--- src/rtl/chacha20_keystream_sequencer.sv ---
// Avalon-MM master that sequences a ChaCha20 CSR core into a valid/ready stream of keystream words.
// Optional build macro CHACHA_SEQ_WRAP_GUARD_EN: end the run instead of letting the block counter wrap.
module chacha20_keystream_sequencer #(
    parameter int DOUBLE_ROUNDS = 10,
    parameter int BLK_W         = 16
) (
    input  logic             clock,
    input  logic             reset,
    input  logic             start_i,
    input  logic [255:0]     key_i,
    input  logic [95:0]      nonce_i,
    input  logic [31:0]      counter_i,
    input  logic [BLK_W-1:0] num_blocks_i,
    output logic             busy_o,
    output logic             done_o,
    output logic             error_o,
    output logic             m_read,
    output logic             m_write,
    output logic [5:0]       m_address,
    output logic [31:0]      m_writedata,
    input  logic [31:0]      m_readdata,
    output logic [31:0]      ks_data_o,
    output logic             ks_valid_o,
    input  logic             ks_ready_i,
    output logic             ks_last_o
);

    typedef enum logic [2:0] {
        S_IDLE, S_LOAD, S_START, S_POLL_REQ, S_POLL_WAIT, S_READ_REQ, S_READ_WAIT, S_OUT
    } state_t;

    localparam logic [BLK_W-1:0] ONE_BLK   = {{(BLK_W-1){1'b0}}, 1'b1};
    localparam logic [BLK_W-1:0] ZERO_BLK  = {BLK_W{1'b0}};
    localparam logic [31:0]      CTRL_WORD = 32'(DOUBLE_ROUNDS);

    state_t            state_r, state_s;
    logic [255:0]      key_r, key_s;
    logic [95:0]       nonce_r, nonce_s;
    logic [31:0]       counter_r, counter_s;
    logic [BLK_W-1:0]  blocks_left_r, blocks_left_s;
    logic [3:0]        word_r, word_s;
    logic              first_r, first_s;
    logic              busy_r, busy_s, done_r, done_s, error_r, error_s;
    logic [31:0]       ks_data_r, ks_data_s;
    logic              ks_valid_r, ks_valid_s, ks_last_r, ks_last_s;
    logic              m_read_r, m_read_s, m_write_r, m_write_s;
    logic [5:0]        m_address_r, m_address_s;
    logic [31:0]       m_writedata_r, m_writedata_s;
    logic              wrap_stop_s;

    // ChaCha20 initial state word idx built from the latched key/nonce/counter
    function automatic logic [31:0] init_word(input logic [3:0] idx, input logic [255:0] key,
                                              input logic [95:0] nonce, input logic [31:0] ctr);
        logic [31:0] w;
        logic [2:0]  k;
        k = 3'(idx - 4'd4);
        case (idx)
            4'd0:    w = 32'h61707865;
            4'd1:    w = 32'h3320646e;
            4'd2:    w = 32'h79622d32;
            4'd3:    w = 32'h6b206574;
            4'd12:   w = ctr;
            4'd13:   w = nonce[31:0];
            4'd14:   w = nonce[63:32];
            4'd15:   w = nonce[95:64];
            default: w = key[{k, 5'd0} +: 32];
        endcase
        return w;
    endfunction

`ifdef CHACHA_SEQ_WRAP_GUARD_EN
    assign wrap_stop_s = (counter_r == 32'hFFFF_FFFF);
`else
    assign wrap_stop_s = 1'b0;
`endif

    // Next-state and datapath updates
    always_comb begin
        state_s       = state_r;
        key_s         = key_r;
        nonce_s       = nonce_r;
        counter_s     = counter_r;
        blocks_left_s = blocks_left_r;
        word_s        = word_r;
        first_s       = first_r;
        busy_s        = busy_r;
        done_s        = 1'b0;
        error_s       = error_r;
        ks_data_s     = ks_data_r;
        ks_valid_s    = ks_valid_r;
        ks_last_s     = ks_last_r;
        case (state_r)
            S_IDLE: begin
                if (start_i) begin
                    error_s = 1'b0;
                    if (num_blocks_i == ZERO_BLK) begin
                        done_s = 1'b1;
                    end else begin
                        key_s         = key_i;
                        nonce_s       = nonce_i;
                        counter_s     = counter_i;
                        blocks_left_s = num_blocks_i;
                        word_s        = 4'd0;
                        first_s       = 1'b1;
                        busy_s        = 1'b1;
                        state_s       = S_LOAD;
                    end
                end else begin
                    state_s = S_IDLE;
                end
            end
            S_LOAD: begin
                // later blocks only rewrite the counter word, so they leave after one write
                if (first_r && (word_r != 4'd15)) begin
                    word_s = word_r + 4'd1;
                end else begin
                    state_s = S_START;
                end
            end
            S_START:     state_s = S_POLL_REQ;
            S_POLL_REQ:  state_s = S_POLL_WAIT;
            S_POLL_WAIT: begin
                if (m_readdata[3:0] == 4'd0) begin
                    word_s  = 4'd0;
                    state_s = S_READ_REQ;
                end else begin
                    state_s = S_POLL_REQ;
                end
            end
            S_READ_REQ:  state_s = S_READ_WAIT;
            S_READ_WAIT: begin
                ks_data_s  = m_readdata;
                ks_valid_s = 1'b1;
                ks_last_s  = (word_r == 4'd15) && ((blocks_left_r == ONE_BLK) || wrap_stop_s);
                state_s    = S_OUT;
            end
            S_OUT: begin
                if (ks_ready_i) begin
                    ks_valid_s = 1'b0;
                    ks_last_s  = 1'b0;
                    if (word_r != 4'd15) begin
                        word_s  = word_r + 4'd1;
                        state_s = S_READ_REQ;
                    end else begin
                        blocks_left_s = blocks_left_r - ONE_BLK;
                        counter_s     = counter_r + 32'd1;
                        if (blocks_left_r == ONE_BLK) begin
                            done_s  = 1'b1;
                            busy_s  = 1'b0;
                            state_s = S_IDLE;
                        end else if (wrap_stop_s) begin
                            error_s = 1'b1;
                            done_s  = 1'b1;
                            busy_s  = 1'b0;
                            state_s = S_IDLE;
                        end else begin
                            word_s  = 4'd12;
                            first_s = 1'b0;
                            state_s = S_LOAD;
                        end
                    end
                end else begin
                    state_s = S_OUT;
                end
            end
            default: state_s = S_IDLE;
        endcase
    end

    // Bus command for the state being entered, so the registered strobes line up with it
    always_comb begin
        m_read_s      = 1'b0;
        m_write_s     = 1'b0;
        m_address_s   = 6'd0;
        m_writedata_s = 32'd0;
        case (state_s)
            S_LOAD: begin
                m_write_s     = 1'b1;
                m_address_s   = {2'b00, word_s};
                m_writedata_s = init_word(word_s, key_s, nonce_s, counter_s);
            end
            S_START: begin
                m_write_s     = 1'b1;
                m_address_s   = 6'h20;
                m_writedata_s = CTRL_WORD;
            end
            S_POLL_REQ: begin
                m_read_s    = 1'b1;
                m_address_s = 6'h20;
            end
            S_READ_REQ: begin
                m_read_s    = 1'b1;
                m_address_s = {2'b01, word_s};
            end
            default: begin
                m_read_s  = 1'b0;
                m_write_s = 1'b0;
            end
        endcase
    end

    // State and output registers
    always_ff @(posedge clock) begin
        if (reset) begin
            state_r       <= S_IDLE;
            key_r         <= 256'd0;
            nonce_r       <= 96'd0;
            counter_r     <= 32'd0;
            blocks_left_r <= ZERO_BLK;
            word_r        <= 4'd0;
            first_r       <= 1'b0;
            busy_r        <= 1'b0;
            done_r        <= 1'b0;
            error_r       <= 1'b0;
            ks_data_r     <= 32'd0;
            ks_valid_r    <= 1'b0;
            ks_last_r     <= 1'b0;
            m_read_r      <= 1'b0;
            m_write_r     <= 1'b0;
            m_address_r   <= 6'd0;
            m_writedata_r <= 32'd0;
        end else begin
            state_r       <= state_s;
            key_r         <= key_s;
            nonce_r       <= nonce_s;
            counter_r     <= counter_s;
            blocks_left_r <= blocks_left_s;
            word_r        <= word_s;
            first_r       <= first_s;
            busy_r        <= busy_s;
            done_r        <= done_s;
            error_r       <= error_s;
            ks_data_r     <= ks_data_s;
            ks_valid_r    <= ks_valid_s;
            ks_last_r     <= ks_last_s;
            m_read_r      <= m_read_s;
            m_write_r     <= m_write_s;
            m_address_r   <= m_address_s;
            m_writedata_r <= m_writedata_s;
        end
    end

    assign busy_o      = busy_r;
    assign done_o      = done_r;
    assign error_o     = error_r;
    assign ks_data_o   = ks_data_r;
    assign ks_valid_o  = ks_valid_r;
    assign ks_last_o   = ks_last_r;
    assign m_read      = m_read_r;
    assign m_write     = m_write_r;
    assign m_address   = m_address_r;
    assign m_writedata = m_writedata_r;

endmodule

--- config.mk ---
export PLATFORM = sky130hd
export DESIGN_NAME = chacha20_keystream_sequencer
export DESIGN_NICKNAME = d
export VERILOG_FILES = /design/src/rtl/chacha20_keystream_sequencer.sv
export SDC_FILE = /design/constraint.sdc
export NUM_CORES = 1
export LEC_CHECK = 0
export ABC_CLOCK_PERIOD_IN_PS = 3800
export CAP_MARGIN = 20
export CORE_MARGIN = 4
export CORE_UTILIZATION = 40
export CTS_BUF_LIST = sky130_fd_sc_hd__clkbuf_2 sky130_fd_sc_hd__clkbuf_4 sky130_fd_sc_hd__clkbuf_8
export DETAILED_ROUTE_END_ITERATION = 10
export PLACE_DENSITY_LB_ADDON = 0.08
export SKIP_LAST_GASP = 1
export SLEW_MARGIN = 15
export SYNTH_ARGS = -nofsm -noshare
export SYNTH_HDL_FRONTEND = slang
export SYNTH_SLANG_ARGS = --single-unit
--- constraint.sdc ---
create_clock -name clock -period 3.8 [get_ports clock]
set_input_delay 0.57 -clock clock [delete_from_list [all_inputs] [get_ports clock]]
set_output_delay 0.57 -clock clock [all_outputs]
set_load 0.05 [all_outputs]
==> metrics.md, run 1 <==
| Metric | Value |
|---|---|
| Status | completed |
| Critical-path maximum fanout | 23 |
| Hold slack | 0.398 ns |
| Clock Latency Late Sink | 0.70 ns |
| Post-Syn Area per Cell | 7.59 um2 |
| Root Driver | clkbuf_8 |
| Clk pin slew, worst setup/hold paths | ~0.06 ns |
| Clock sinks | roughly 480 |
| Vias in the first global route | approximately 24000 |
| Final antenna-violating net count | 0 |
| DRC viols | 0 |
| Drt pass-1 iters | 6 |
| Initial antenna violation count | 6 |
| WL met3 | just under 8 mm |
| Mapped Area | around 23000 um2 |
| Via count | 25100 |
| Hold_buf cts | 0 |
| 1st-iter DRT viols | between 2000 and 2500 |
| Fraction of registers with async set/reset | 0% |
| CTS tree | yes |
| HPWL Detailed | between 70 and 80 mm |
| Fin crit share | 96.0% |
| DRT met1 WL | around 44 mm |
| Placed Instances | 4333 |
| Setup Crit Path Kind | reg -> reg |
| Worst EP required | approximately 4.3 ns |
| Global route overflow | 0 |
| P_leak | 0.0126 uW |
| TritonCTS buffer count | a little under 90 |
| # setup viols final | 0 |
| Max Slew Vio Count | 0 |
| Final Power | between 15000 and 20000 uW |
| Port Buffers | 511 |
| Non-filler instance count after layout | 4488 |
| Post-synthesis cell type count | 89 |
| Max VDD drop | approximately 0.00026 V |
| Core area | roughly 57000 um2 |
| Wirelength per Cell | approximately 23 um |
| Register area | 9690 um2 |
| Die X | between 200 and 250 um |
| First-pass GRT wire length | between 150 and 200 mm |
| Area of the multi-input gates | 12100 um2 |
| Post_cts resized | 0 |
| Worst Hold Class | in -> reg |
| Critical Path Source Type | flip-flop |
| Total routed wirelength | 103 mm |
| Sequential area share after synthesis | between 40% and 50% |
| GPL Wtd Cong | 0.965 |
| Die height | ~250 um |
| Share of cells above drive strength 1 | a little over an eighth |
| Relative slew slack | 38.2% |
| Die Area | 61300 um2 |
| Synth Warn # | 0 |
| Syn nets | between 3000 and 4000 |
| GR Util All Layers | about a third |
| H-tree Lvls | 3 |
| Max-cap violation count | 0 |
| WL met2 | around 47 mm |
| Rows | just under 90 |
| Cells after synthesis | around 3000 |
| Critical Path End Type | flip-flop |
| Area Overhead vs Synth | 41.7% |
| Number of synthesized flops with an enable pin | 0 |
| Initial core utilization | about 41% |
| Reg2Reg Setup Slack | about 0.15 ns |
| Critical Path AT | 4.16 ns |
| Final Hold Fails | 0 |
| Top FF cell, synth | dfxtp_1 |
| Largest net degree at the start of global routing | 163 |
| Max clock buf depth | 3 |
| Top Metal Used | met5 |
| Fillers | 5334 |
| Nets | roughly 4100 |
| Pwr dens | roughly 460 nW/um2 |
| Fmax | 0.274 GHz |
| Post-Route Skew | slightly below 0.05 ns |
| Via-to-Cell Ratio | about 5.6 |
| Top-level I/O count | between 500 and 600 |
| Fin crit period | roughly 3.6 ns |
| Flops & latches, synth | 484 |
| Worst-Margin Slew | 0.927 ns |
| Total setup buffers inserted after CTS | 0 |
==> stage by stage <==
stage	TNS [ns]	instance area (um2)	setup slack, ns	utilization (%)
final	0	32500	0.153	57.4
after global routing	-0.000572	32500	-0.000572	57.4
after CTS	0	32500	0.0245	57.4
after detailed placement	-5.18	30700	-0.422	54.2
after global placement	-4.10	30700	-0.392	54.2
after floorplan	0	23000	0.823	-
==> final timing paths <==
path	end	cells after the start	start
setup / recovery	m_writedata[14]	12	blocks_left_r[10]
hold reg to reg	nonce_r[39]	2	nonce_r[39]
hold / removal	first_r	2	reset
setup reg to reg	m_writedata[14]	12	blocks_left_r[10]
==> cells in the mapped netlist, drive strengths merged (4+ instances only) <==
cell type / count / area share [%]
o21ai: 82 / 1.8
a2111oi: 6 / 0.39
o221ai: 10 / 0.38
a21o: 6 / 0.20
and2: 7 / 0.19
o31a: 5 / 0.19
nor2b: 5 / 0.14
nor4: 12 / 0.44
a311oi: 54 / 2.1
o311ai: 6 / 0.31
or2: 5 / 0.14
o31ai: 10 / 0.33
a21oi: 374 / 8.2
o22a: 7 / 0.27
o211ai: 10 / 0.33
and3: 46 / 1.3
nand4: 15 / 0.41
ha: 4 / 0.22
nor2: 226 / 3.7
a22oi: 15 / 0.49
a221oi: 27 / 1.1
mux2i: 125 / 5.5
and4: 4 / 0.15
dfxtp: 484 / 42
buf: 126 / 3.3
or3: 5 / 0.14
mux2: 7 / 0.34
nor3: 48 / 1.0
clkbuf: 132 / 2.2
nand3: 42 / 0.96
o22ai: 25 / 0.68
o311a: 8 / 0.35
o221a: 4 / 0.20
a211oi: 51 / 1.7
a31oi: 52 / 1.4
inv: 12 / 0.20
a211o: 4 / 0.15
nand2: 915 / 15
==> state kept, by name, summed over array words and instances (netlist names) <==
register / flops
state_r: 3
first_r: 1
m_writedata: 32
word_r: 4
key_r: 256
counter_r: 32
m_address: 6
ks_last_o: 1
ks_valid_o: 1
nonce_r: 96
done_o: 1
m_read: 1
ks_data_o: 32
blocks_left_r: 16
busy_o: 1
m_write: 1
==> area by class of cell <==
type                    count  share of cell area (%)
repair buffers            809                    24.5
multi-input cells        2272                    37.1
well taps                 756                    2.91
diodes                      4                  0.0308
flip-flops and latches    484                    29.8
inverters                  12                   0.139
clock buffers             145                    5.41
clock inverters             6                   0.169
==> cells by family (layout without fill, tap and decap cells) <==
family	count (synthesis)	in the layout	synth area share, %
simple gates	1344	1344	24.1
compound gates	786	786	21.8
flops	484	484	42.2
buf+inv	270	972	5.62
mux	132	132	5.79
xor+xnor	5	5	0.191
fa+ha+maj	4	4	0.218
other cells	1	5	0.0163
==> metal layers <==
layer	global-route usage [%]	vias to the layer above
met1	43.7	12000
met4	13.0	2
met5	0	-
met2	51.5	1070
met3	5.76	196
li1	-	11800
==> power breakdown <==
part | total, uW | switching [uW] | leakage, uW | internal (uW)
clock network | 5160 | 2260 | 0.000974 | 2900
logic | 4000 | 2290 | 0.00767 | 1710
registers | 5950 | 365 | 0.00397 | 5590
total | 15100 | 4910 | 0.0126 | 10200
==> worst max-delay path, cell delays in order, from the launching register on <==
cell	delay [ns]
dfxtp_1	0.35
or4_4	0.57
nand4b_1	0.37
o32ai_2	0.41
o21ai_4	0.15
nand2_8	0.13
buf_12	0.19
buf_12	0.13
mux2i_1	0.31
o221ai_1	0.23
buf_4	0.18
o22ai_1	0.30
nor3_1	0.14
==> layout by cell type (no fill, tap or decap), types with 7 or more instances in the layout <==
cell             Yosys  layout
a211oi_1            51      50
a21oi_1            373     372
a221oi_1            23      23
a22oi_1             15      15
a311oi_1            54      53
a31oi_1             52      52
and3_1              46      45
buf_12               0      48
buf_4               12     250
clkbuf_4             0      38
clkbuf_8             0     107
clkdlybuf4s50_1      0     510
dfxtp_1            484     484
inv_1               12      12
mux2i_1            125     125
nand2_1            914     914
nand3_1             40      38
nand4_1             15      15
nor2_1             224     223
nor3_1              48      48
nor4_1               8       7
o211ai_1            10      10
o21ai_0             78      78
o221ai_1            10      10
o22a_1               7       7
o22ai_1             25      25
o311a_1              8       8
o31ai_1             10      10
Note: power is estimated with default switching activity, not from simulation.
==> run 2: changes to the inputs <==
--- a/config.mk
+++ b/config.mk
@@ -5,7 +5,7 @@
 export SDC_FILE = /design/constraint.sdc
 export NUM_CORES = 1
 export LEC_CHECK = 0
-export ABC_CLOCK_PERIOD_IN_PS = 3800
+export ABC_CLOCK_PERIOD_IN_PS = 4300
 export CAP_MARGIN = 20
 export CORE_MARGIN = 4
 export CORE_UTILIZATION = 40
==> constraint.sdc (replaced) <==
create_clock -name clock -period 4.3 [get_ports clock]
set_input_delay 0.645 -clock clock [delete_from_list [all_inputs] [get_ports clock]]
set_output_delay 0.645 -clock clock [all_outputs]
set_load 0.05 [all_outputs]
==> metrics.md, run 2 (same netlist as run 1, synthesis figures left out) <==
| Metric | Value |
|---|---|
| Status | completed (unchanged) |
| 1st-iter DRT viols | 2769 (was 2444) |
| CTS tree | yes (unchanged) |
| # setup viols final | 0 (unchanged) |
| Via count | 24600 (was 25100) |
| Post_cts resized | 0 (unchanged) |
| Largest net degree at the start of global routing | 188 (was 163) |
| Die height | 248 um (unchanged) |
| Clock Latency Late Sink | 0.68 ns (was 0.70 ns) |
| Area of the multi-input gates | 12000 um2 (was 12100 um2) |
| Initial core utilization | 40.6% (unchanged) |
| Port Buffers | 511 (unchanged) |
| GR Util All Layers | 31.7% (was 32.4%) |
| Die Area | 61300 um2 (unchanged) |
| Core area | 56600 um2 (unchanged) |
| Final non-filler cell area | 31000 um2 (was 32500 um2) |
| Initial antenna violation count | 6 (unchanged) |
| Die X | 248 um (unchanged) |
| Clock sinks | 484 (unchanged) |
| Final antenna-violating net count | 0 (unchanged) |
| Critical Path AT | 4.46 ns (was 4.16 ns) |
| Critical Path End Type | flip-flop (unchanged) |
| Wirelength per Cell | 23.5 um (was 23.1 um) |
| Worst EP required | 4.81 ns (was 4.31 ns) |
| DRC viols | 0 (unchanged) |
| Setup TNS | 0 ns (unchanged) |
| Max Slew Vio Count | 0 (unchanged) |
| Critical Path Source Type | flip-flop (unchanged) |
| Global route overflow | 0 (unchanged) |
| Post-Route Skew | 0.0306 ns (was 0.0480 ns) |
| TritonCTS buffer count | 86 (was 87) |
| Max clock buf depth | 3 (unchanged) |
| Post-DP Area | 29200 um2 (was 30700 um2) |
| Rows | 87 (unchanged) |
| Fin crit period | 3.94 ns (was 3.65 ns) |
| Most common cell after layout, fill and taps aside | nand2_1 (unchanged) |
| Area Overhead vs Synth | 35.1% (was 41.7%) |
| Final Hold Fails | 0 (unchanged) |
| Worst Hold Class | in -> reg (unchanged) |
| Total routed wirelength | 102 mm (was 103 mm) |
| Top-level I/O count | 513 (unchanged) |
| Max-cap violation count | 0 (unchanged) |
| Hold slack | 0.405 ns (was 0.398 ns) |
| Pwr dens | 423 nW/um2 (was 465 nW/um2) |
| Fmax | 0.254 GHz (was 0.274 GHz) |
| Share of cells above drive strength 1 | 9.49% (was 13.4%) |
| Root Driver | clkbuf_8 (unchanged) |
| Clk pin slew, worst setup/hold paths | 0.06 ns (about the same) |
| Most frequent cells in the layout | 914 x nand2_1, 510 x clkdlybuf4s50_1, 484 x dfxtp_1 (unchanged) |
| Max reg flops | 256 (unchanged) |
| Via-to-Cell Ratio | 5.67 (was 5.60) |
| Regs by FF count | key_r x256, nonce_r x96 (unchanged) |
| Total setup buffers inserted after CTS | 0 (unchanged) |
| P_leak | 0.0118 uW (was 0.0126 uW) |
| Worst-Margin Slew | 1.22 ns (was 0.927 ns) |
| Critical-path maximum fanout | 34 (was 23) |
| Register area | 9690 um2 (unchanged) |
| GPL Wtd Cong | 0.940 (was 0.965) |
| Nets | 3953 (was 4106) |
| RSZ-0062 raised after global routing | no |
| Vias in the first global route | 23300 (was 24200) |
| Biggest register | key_r (unchanged) |
| Reg2Reg Setup Slack | 0.36 ns (was 0.15 ns) |
| Drt pass-1 iters | 6 (unchanged) |
| Hold_buf cts | 0 (unchanged) |
| First-pass GRT wire length | 148 mm (was 151 mm) |
| HPWL Detailed | 76.0 mm (was 79.2 mm) |
| Fin crit share | 91.7% (was 96.0%) |
| Setup Crit Path Kind | reg -> reg (unchanged) |
| Fillers | 5437 (was 5334) |
| Relative slew slack | 18.4% (was 38.2%) |
| Max VDD drop | 0.000230 V (was 0.000264 V) |
| H-tree Lvls | 3 (unchanged) |
run 2: cell count changes in the layout (fill, tap and decap cells not counted), moves of 2 or more:
cell | before | now
clkinv_2 | 2 | 5
o311ai_1 | 2 | 0
clkbuf_4 | 38 | 25
clkbuf_8 | 107 | 113
o311ai_0 | 3 | 5
buf_4 | 250 | 125
buf_12 | 48 | 20
run 2: worst paths after layout:
| kind | from | endpoint | cells after the start |
|---|---|---|---|
| worst max register to register | blocks_left_r[4] | m_writedata[28] | 10 |
| worst min register to register | ks_data_o[23] | ks_data_o[23] | 2 |
| worst min-delay path | reset | state_r[2] | 2 |
| worst max-delay path | blocks_left_r[4] | m_writedata[28] | 10 |
run 2: metrics by stage:
stage | util, % | instances | worst slack (ns) | total power [uW]
4_1_cts | 54.8 | 4328 | 0.417 | 13200
3_5_place_dp | 51.6 | 4181 | 0.0427 | 8590
6_report | 54.8 | 4331 | 0.356 | 13100
5_1_grt | 54.8 | 4331 | 0.187 | 13700
3_3_place_gp | 51.5 | 4180 | 0.0618 | 8550
2_1_floorplan | - | 3026 | 1.25 | 7140
run 2: layout make-up:
type / instances / area share, %
multi-input cells: 2272 / 38.8
flip-flops and latches: 484 / 31.2
repair buffers: 657 / 20.9
clock buffers: 138 / 5.62
well taps: 756 / 3.05
clock inverters: 9 / 0.266
inverters: 12 / 0.145
diodes: 3 / 0.0242
run 2: routing by layer:
metal / share of wire [%] / GRT usage, % / vias up
li1: - / - / 11500
met3: 7.9 / 5.43 / 189
met4: 3.7 / 11.2 / 6
met5: 0.029 / 0 / -
met2: 46 / 50.2 / 1130
met1: 43 / 43.7 / 11700
run 2: power breakdown:
part / internal [uW] / switching [uW] / total (uW)
Combinational: 1300 / 1990 / 3290
Clock: 2610 / 1970 / 4580
Sequential: 4940 / 317 / 5260
run 2: worst max-delay path, stage by stage, from the launching register on:
cell	delay [ns]
dfxtp_1	0.37
nor4_1	0.76
nand4b_1	0.37
o32ai_2	0.39
o21ai_4	0.15
nand2_8	0.20
buf_12	0.25
mux2i_1	0.40
o22ai_1	0.17
o21ai_0	0.59
a221oi_2	0.11
